<file path="config.mk">
export PLATFORM = sky130hd
export DESIGN_NAME = alu_stream_wrapper
export DESIGN_NICKNAME = d
export VERILOG_FILES = /design/src/rtl/alu_stream_wrapper.sv
export SDC_FILE = /design/constraint.sdc
export NUM_CORES = 1
export LEC_CHECK = 0
export CAP_MARGIN = 20
export CELL_PAD_IN_SITES_DETAIL_PLACEMENT = 0
export CELL_PAD_IN_SITES_GLOBAL_PLACEMENT = 1
export CORE_ASPECT_RATIO = 1.75
export CORE_UTILIZATION = 45
export CTS_CLUSTER_DIAMETER = 50
export CTS_CLUSTER_SIZE = 30
export DETAILED_ROUTE_END_ITERATION = 10
export PLACE_DENSITY_LB_ADDON = 0.2
export SLEW_MARGIN = 20
export SYNTH_ARGS = -nofsm -noshare
export SYNTH_HDL_FRONTEND = slang
export SYNTH_SLANG_ARGS = --single-unit
export TNS_END_PERCENT = 50
</file>
<file path="constraint.sdc">
create_clock -name clk -period 5.7 [get_ports clk]
set_input_delay 1.14 -clock clk [delete_from_list [all_inputs] [get_ports clk]]
set_output_delay 1.14 -clock clk [all_outputs]
set_load 0.01 [all_outputs]
</file>
<file path="src/rtl/alu_stream_wrapper.sv">
// alu_stream_wrapper: registered ALU stage feeding a result FIFO with ready/valid on both sides
module alu_stream_wrapper #(
   parameter int WIDTH    = 8,
   parameter int DEPTH    = 4,
   parameter int SAT_MODE = 0
) (
   input  logic                       clk,
   input  logic                       rst,
   input  logic                       in_valid,
   output logic                       in_ready,
   input  logic [2:0]                 in_op,
   input  logic [WIDTH-1:0]           in_a,
   input  logic [WIDTH-1:0]           in_b,
   output logic                       out_valid,
   input  logic                       out_ready,
   output logic [WIDTH-1:0]           data_out,
   output logic [2:0]                 data_type,
   output logic [3:0]                 flags,
   output logic [$clog2(DEPTH):0]     level
);
   localparam int AW = $clog2(DEPTH);
   localparam int SW = $clog2(WIDTH);
   localparam logic [AW+1:0] LIM = (AW+2)'(DEPTH);
   logic                 stage_valid_q, rdy_q;
   logic [2:0]           op_q;
   logic [WIDTH-1:0]     a_q, b_q;
   logic [AW:0]          level_q;
   logic [AW-1:0]        wr_q, rd_q;
   logic [WIDTH-1:0]     data_mem [DEPTH];
   logic [2:0]           type_mem [DEPTH];
   logic [3:0]           flag_mem [DEPTH];
   logic                 accept, pop, v, c, neg;
   logic [SW-1:0]        sh;
   logic [WIDTH:0]       ext_add, ext_sub, uadd, shl_t, sra_t;
   logic [2*WIDTH-1:0]   prod;
   logic [WIDTH-1:0]     raw, res;
   assign out_valid = level_q != '0;
   assign pop       = out_valid && out_ready;
   // stage always drains into the FIFO, so counting it against DEPTH guarantees space
   assign in_ready  = rdy_q && (({1'b0, level_q} + {{(AW+1){1'b0}}, stage_valid_q}) < LIM);
   assign accept    = in_valid && in_ready;
   assign level     = level_q;
   assign data_out  = out_valid ? data_mem[rd_q] : '0;
   assign data_type = out_valid ? type_mem[rd_q] : '0;
   assign flags     = out_valid ? flag_mem[rd_q] : '0;
   always_comb begin
      sh      = b_q[SW-1:0];
      ext_add = {a_q[WIDTH-1], a_q} + {b_q[WIDTH-1], b_q};
      ext_sub = {a_q[WIDTH-1], a_q} - {b_q[WIDTH-1], b_q};
      uadd    = {1'b0, a_q} + {1'b0, b_q};
      shl_t   = {1'b0, a_q} << sh;
      sra_t   = $unsigned($signed({a_q, 1'b0}) >>> sh);
      prod    = $signed({{WIDTH{a_q[WIDTH-1]}}, a_q}) * $signed({{WIDTH{b_q[WIDTH-1]}}, b_q});
      raw     = '0;
      v       = 1'b0;
      c       = 1'b0;
      neg     = 1'b0;
      case (op_q)
         3'd0: begin
            raw = ext_add[WIDTH-1:0];
            v   = ext_add[WIDTH] ^ ext_add[WIDTH-1];
            c   = uadd[WIDTH];
            neg = ext_add[WIDTH];
         end
         3'd1: begin
            raw = ext_sub[WIDTH-1:0];
            v   = ext_sub[WIDTH] ^ ext_sub[WIDTH-1];
            c   = a_q < b_q;
            neg = ext_sub[WIDTH];
         end
         3'd2: raw = a_q & b_q;
         3'd3: raw = a_q | b_q;
         3'd4: raw = a_q ^ b_q;
         3'd5: begin
            raw = shl_t[WIDTH-1:0];
            c   = shl_t[WIDTH];
         end
         3'd6: begin
            raw = sra_t[WIDTH:1];
            c   = sra_t[0];
         end
         default: begin
            raw = prod[WIDTH-1:0];
            v   = prod[2*WIDTH-1:WIDTH-1] != {(WIDTH+1){prod[2*WIDTH-1]}};
            neg = prod[2*WIDTH-1];
         end
      endcase
      res = (SAT_MODE != 0 && v) ? (neg ? {1'b1, {(WIDTH-1){1'b0}}} : {1'b0, {(WIDTH-1){1'b1}}}) : raw;
   end
   always_ff @(posedge clk) begin
      if (!rst) begin
         stage_valid_q <= 1'b0;
         rdy_q         <= 1'b0;
         level_q       <= '0;
         wr_q          <= '0;
         rd_q          <= '0;
      end else begin
         rdy_q         <= 1'b1;
         stage_valid_q <= accept;
         if (stage_valid_q) wr_q <= wr_q + 1'b1;
         if (pop) rd_q <= rd_q + 1'b1;
         level_q <= level_q + {{AW{1'b0}}, stage_valid_q} - {{AW{1'b0}}, pop};
      end
   end
   always_ff @(posedge clk) begin
      if (accept) begin
         op_q <= in_op;
         a_q  <= in_a;
         b_q  <= in_b;
      end
      if (stage_valid_q) begin
         data_mem[wr_q] <= res;
         type_mem[wr_q] <= op_q;
         flag_mem[wr_q] <= {v, c, res[WIDTH-1], res == '0};
      end
   end
endmodule

</file>
==> impl_metrics.csv <==
group,metric,value,unit
grt,grt_usage,26.5,%
synthesis,ys_warn_count,0,
synthesis,synthTopCellsByArea,"edfxtp_1 (30%), fa_1 (16%), ha_1 (11%), inv_1 (5.2%), mux4_2 (5.2%)",
synthesis,ys.flop_type,"edfxtp_1",
setup_path,slowest_delay,550,ps
placement,place_inst,941,
synthesis,synth-seq-cells,86,
setup_path,worstPathRequired,5800,ps
setup_path,slowest_stage,"fa_1",
setup_path,critPathLaunchType,"flop",
die,io_pins,43,
layout,stdcell_area,0.00842,mm^2
die,start_util,46.4,%
detailed_routing,totalWireLength,20900,um
clock_network,clkTransAtPathRegs,70,ps
setup_path,path_max_fanout,7,
layout,regArea,0.00247,mm^2
detailed_routing,drtIter0Drc,330,
timing,period_needed,5410,ps
pwr,peakVddDrop,566,uV
synthesis,synth_common_cells,"inv_1 (103), edfxtp_1 (75), nor2_1 (65)",
placement,port_buffers,42,
synthesis,netlist_instances,711,
timing,fin_skew,10.5,ps
pwr,clkPwrFrac,15.4,%
grt,grt_max_degree,31,
die,num_rows,61,
clock_network,clockBufferDepth,2,
timing,slew_headroom,36.6,%
timing,grt_setup_unrepaired,"false",
clock_network,hold_buffers,0,
clock_network,cts_max_level,3,
pwr,power.density,421,mW/mm^2
pwr,switching_share,42.9,%
synthesis,netlist-cell-type-count,61,
synthesis,synth.most_common_cell,"inv_1",
grt,antenna_found_initial,0,
synthesis,avgSynthCellArea,10.4,um^2
die,die-area,0.0170,mm^2
detailed_routing,wire_per_inst,21.8,um
run,drv_cap,0,
layout,drive_above_1_share,9.09,%
setup_path,worstRegToRegCells,18,
grt,grt_pass1_wl,32900,um
layout,multi_input_area,0.00441,mm^2
grt,grt_pass1_vias,5738,
synthesis,synth-edff-count,75,
clock_network,root_buffer,"clkbuf_16",
synthesis,synthArstFlopShare,0,%
timing,setup_viol,0,
layout,fin_cells,959,
timing,fin_crit_sh,95.0,%
detailed_routing,drt_first_pass_iters,5,
setup_path,crit_type,"reg2reg",
setup_path,crit_path_start,"b_q[4]",
min_path,min_path_cells,2,
clock_network,cts_buffers,9,
setup_path,r2r_start,"b_q[4]",
run_status,status,"complete, no violations",
die,die-height,172,um
setup_path,worstPathArrival,5520,ps
placement,dpl_cell_area,0.00812,mm^2
synthesis,synth.cell_area,0.00740,mm^2
timing,max_freq,185,MHz
setup_path,worstPathCellList,"ha_1, inv_1, fa_1, inv_1, fa_1, fa_1, inv_1, fa_1, inv_1, ha_1, o21a_1, or3_1, o211ai_1, o21a_1, o21ai_1, xnor2_1, nor4_1, a221oi_2",
pwr,pwr-share-comb,61.5,%
synthesis,yosysSeqAreaShare,33.4,%
layout,fin_nets,909,
grt,grt-ovfl-total,0,
detailed_routing,via_per_inst,5.74,
detailed_routing,routed-via-count,5502,
synthesis,netlist.area_leader.share,30.4,%
die,core-area,0.0160,mm^2
detailed_routing,ant_nets,0,
clock_network,cts_tree,"yes",
placement,gp_congestion,0.975,
min_path,hp-class,"reg2reg",
setup_path,cp-end-kind,"flop",
placement,dp_hpwl,17000,um
timing,hold_violations,0,
layout,fillCellCount,1487,
timing,fin_tns_setup,0,ps
pwr,internal-power,2030,uW
timing,max_slew.worst_pin.slew,949,ps
layout,area_growth,13.8,%
layout,antennaDiodeCount,0,
timing,hold-worst-slack,570,ps
pwr,leakagePower,0.00356,uW
synthesis,syn_nets,855,
pwr,p_switching,1520,uW
clock_network,insertion_delay,340,ps
die,die_w,98.9,um
detailed_routing,drc,0,
clock_network,clock-sinks,86,
pwr,pwr-share-seq,23.1,%
min_path,hold_start,"rd_q[0]",
synthesis,synth_area_leader_cell,"edfxtp_1",
timing,slew_violations,0,
## metrics by stage
stage	utilization, %	power, uW	setup WS (ps)
2_1_floorplan	-	2390	558
3_3_place_gp	50.9	2970	258
3_5_place_dp	50.9	3020	80.8
4_1_cts	52.6	3570	47.9
5_1_grt	52.8	3850	25.3
6_report	52.8	3550	286
## cell families (layout without fill, tap and decap cells)
| kind of cell | after synthesis | in the layout | share of synthesized area (%) |
|---|---|---|---|
| AO/OA/AOI/OAI | 117 | 117 | 10.8 |
| AND/OR/NAND/NOR | 197 | 197 | 12.4 |
| adder cells (fa/ha/maj) | 121 | 121 | 26.3 |
| flip-flops | 86 | 86 | 33.4 |
| multiplexers | 30 | 30 | 6.93 |
| buffers and inverters | 135 | 194 | 7.13 |
| XOR/XNOR | 25 | 25 | 2.96 |
## state kept, by name, summed over array words and instances, names as in the netlist, named ones only
register / flops
rdy_q: 1
op_q: 3
level: 3
stage_valid_q: 1
b_q: 8
data_mem: 28
a_q: 8
flag_mem: 16
wr_q: 2
rd_q: 2
type_mem: 12
## repair_timing
item,CTS,global route
resized for setup,0,1
buffers inserted,0,2
endpoints found under the setup margin,0,4
## critical path: cells and delay by family (launching register included)
| family | cells | cell delay, ps |
|---|---|---|
| XOR/XNOR | 1 | 250 |
| buffers and inverters | 4 | 290 |
| AO/OA/AOI/OAI | 5 | 990 |
| flip-flops | 1 | 480 |
| AND/OR/NAND/NOR | 2 | 410 |
| adder cells (fa/ha/maj) | 6 | 2750 |
## cell type report
| cell class | instances | area share, % |
|---|---|---|
| well taps | 189 | 2.81 |
| flip-flops and latches | 86 | 29.4 |
| clock inverters | 7 | 0.580 |
| repair buffers | 68 | 7.31 |
| multi-input cells | 490 | 52.3 |
| clock buffers | 9 | 2.67 |
| inverters | 110 | 4.92 |
## cell usage in the layout (no fill, tap or decap), types with 7 or more instances in the layout
cell             instances
mux4_2                  17
nor2_1                  65
nand2_1                 52
edfxtp_1                75
mux2i_1                 13
and2_1                  31
clkbuf_16                9
clkdlybuf4s50_1         42
a21o_1                   8
inv_1                  103
xor2_1                   8
ha_1                    63
dfxtp_1                 11
xnor2_1                 17
a21oi_1                 29
nand3_1                  9
nor2b_1                  7
nor3_1                  11
fa_1                    58
buf_4                   26
o21ai_0                 20
## power groups by stage
stage | combinational, uW | clock, uW | sequential (uW)
2_1_floorplan | 1610 | 0 | 788
3_3_place_gp | 2140 | 0 | 834
3_5_place_dp | 2190 | 0 | 835
4_1_cts | 2200 | 553 | 823
5_1_grt | 2440 | 577 | 829
6_report | 2180 | 547 | 819
## worst paths after layout
| check | to | slack [ps] |
|---|---|---|
| max reg2reg | flag_mem[3][3] | 290 |
| min reg2reg | rd_q[0] | 570 |
| min | rd_q[0] | 570 |
| max | flag_mem[3][3] | 290 |
## metal layers
metal	routed length, um	share of wire [%]	track usage, %
met5	0	0	0
met4	1680	8.0	19.5
met1	6970	33	26.2
met3	618	3.0	2.68
met2	11600	56	50.7
Note: power is estimated with default switching activity, not from simulation.
==> RTL change, RTL diff (same flow settings) <==
Make the reset (`rst`) asynchronous in one clocked block.
--- a/src/rtl/alu_stream_wrapper.sv
+++ b/src/rtl/alu_stream_wrapper.sv
@@ -87,7 +87,7 @@
       endcase
       res = (SAT_MODE != 0 && v) ? (neg ? {1'b1, {(WIDTH-1){1'b0}}} : {1'b0, {(WIDTH-1){1'b1}}}) : raw;
    end
-   always_ff @(posedge clk) begin
+   always_ff @(posedge clk or negedge rst) begin
       if (!rst) begin
          stage_valid_q <= 1'b0;
          rdy_q         <= 1'b0;
Behaviour: differs if rst is asserted again (counterexample within 4 cycles, from zero or initial values and one cycle with rst low); with rst held inactive, the same outputs for 4 cycles.
==> RTL change against the original RTL <==
Worst setup slack got worse by 0.078 ns. Power increased by 38%. Largest cell class unchanged. Cell area increased by 4.4%. Sequential cell count decreased by 2. Count of clock-buffer cells in the layout unchanged. Global-route usage decreased by 1.2 points. Critical endpoint is now flag_mem[1][3]. Wire length decreased by 1.1%. Largest power group unchanged. Synthesized area increased by 2.3%. Highest routed layer unchanged.
==> RTL change: results (changes against the original RTL) <==
leakage power: 3.70 nW (+4.0%)
Final #Nets: 931 (+2.4%)
Synth area leaders: edfxtp_1 (30%), fa_1 (15%), ha_1 (10%)
Post-Syn Nets: 867 (+1.4%)
layout cells sized above 1: 12.2% (+3.2 points)
routability cong.: 0.942 (-3.4%)
final WL: 20600 microns (-1.1%)
Rel. slew slack: 36.3% (-0.35 points)
status: finished, final reports clean
Final Non-Filler Cells: 1016 (+5.9%)
Worst Path Max Fanout: 8 (+1)
DR vias/cell: 5.48 (-4.5%)
FILL cells: 1514 (+1.8%)
Place WS: -0.287 ns (-0.367 ns)
Worst R2R Path Depth: 19 (+1)
vias in the first global route: 6097 (+6.3%)
R2R Path End: flag_mem[1][3]
largest net degree at the start of global routing: 32 (+3.2%)
Post-Syn Area per Cell: 10.5 sq um (+0.65%)
placed cells: 990 (+5.2%)
Initial DRC Count: 262 (-21%)
post-synthesis sequential area ratio: 32.7% (-0.70 points)
Hold Path Sink: wr_q[0]
Power per Cell Area: 559 nW/um^2 (+33%)
Tot GR Track Use: 25.3% (-1.2 points)
count of cell types in the netlist: 68 (+11%)
clock skew: 0.0207 ns (+0.0102 ns)
-- RTL change: kinds of logic after synthesis --
kind of cell,after synthesis,share of synthesized area (%)
and+or+nand+nor,177,11.0
buffers and inverters,147,7.57
AOI/OAI and AO/OA,137,12.1
adders and majority gates,121,25.7
DFF,84,32.7
muxes,31,7.99
xor gates and xnor gates,25,2.89
other,1,0.0495
-- RTL change: stage by stage --
stage | power, mW | hold WS, ns
2_1_floorplan | 3.14 | 0.476
3_3_place_gp | 4.13 | 0.517
3_5_place_dp | 4.20 | 0.532
4_1_cts | 4.86 | 0.544
5_1_grt | 5.33 | 0.574
6_report | 4.91 | 0.542
-- RTL change: cell type report --
class / instances / area share (%)
tap: 224 / 3.19
clock inverter: 7 / 0.669
multi-input combinational: 492 / 52.0
clock buffer: 9 / 2.56
timing repair buffer: 84 / 8.37
timing repair inverter: 1 / 0.0570
sequential: 84 / 28.2
inverter: 115 / 4.96
-- RTL change: worst max-delay path, cell delays in order, from the launching register on --
cell	delay, ns
edfxtp_1	0.47
ha_1	0.25
inv_1	0.15
fa_1	0.56
inv_1	0.05
fa_1	0.47
fa_1	0.57
inv_1	0.06
fa_1	0.53
inv_1	0.04
ha_1	0.30
nor4_1	0.32
o21ai_2	0.18
a41oi_2	0.27
o21ai_0	0.16
xnor2_1	0.14
buf_4	0.15
o2111ai_1	0.12
o41ai_2	0.12
a31oi_2	0.34
-- RTL change: layer usage --
layer | vias up | track usage, % | routed length (microns)
met5 | - | 0 | 0
met4 | 0 | 18.1 | 1620
met3 | 66 | 2.42 | 514
met2 | 158 | 48.8 | 11600
met1 | 2714 | 24.1 | 6900
li1 | 2629 | - | -
-- RTL change: how the worst max path moves through the flow --
stage	endpoint	depth (start not counted)	slack (ns)
2_1_floorplan	flag_mem[0][3]	19	0.16
3_5_place_dp	flag_mem[0][3]	17	-0.29
4_1_cts	flag_mem[1][3]	17	0.008
6_report	flag_mem[1][3]	19	0.21
5_1_grt	flag_mem[1][3]	18	-0.03
3_3_place_gp	flag_mem[0][3]	18	-0.27
-- RTL change: repair_timing --
item                       4_1_cts  5_1_grt
pin swaps                        1        2
setup endpoints to repair        4        4
resized for setup                4        7
buffers inserted                 6        3
cloned                           0        1
-- RTL change: where the power goes --
group	switching, mW	leakage (nW)	internal (mW)
Clock	0.255	0.127	0.301
Combinational	1.93	2.78	1.54
Sequential	0.103	0.796	0.775
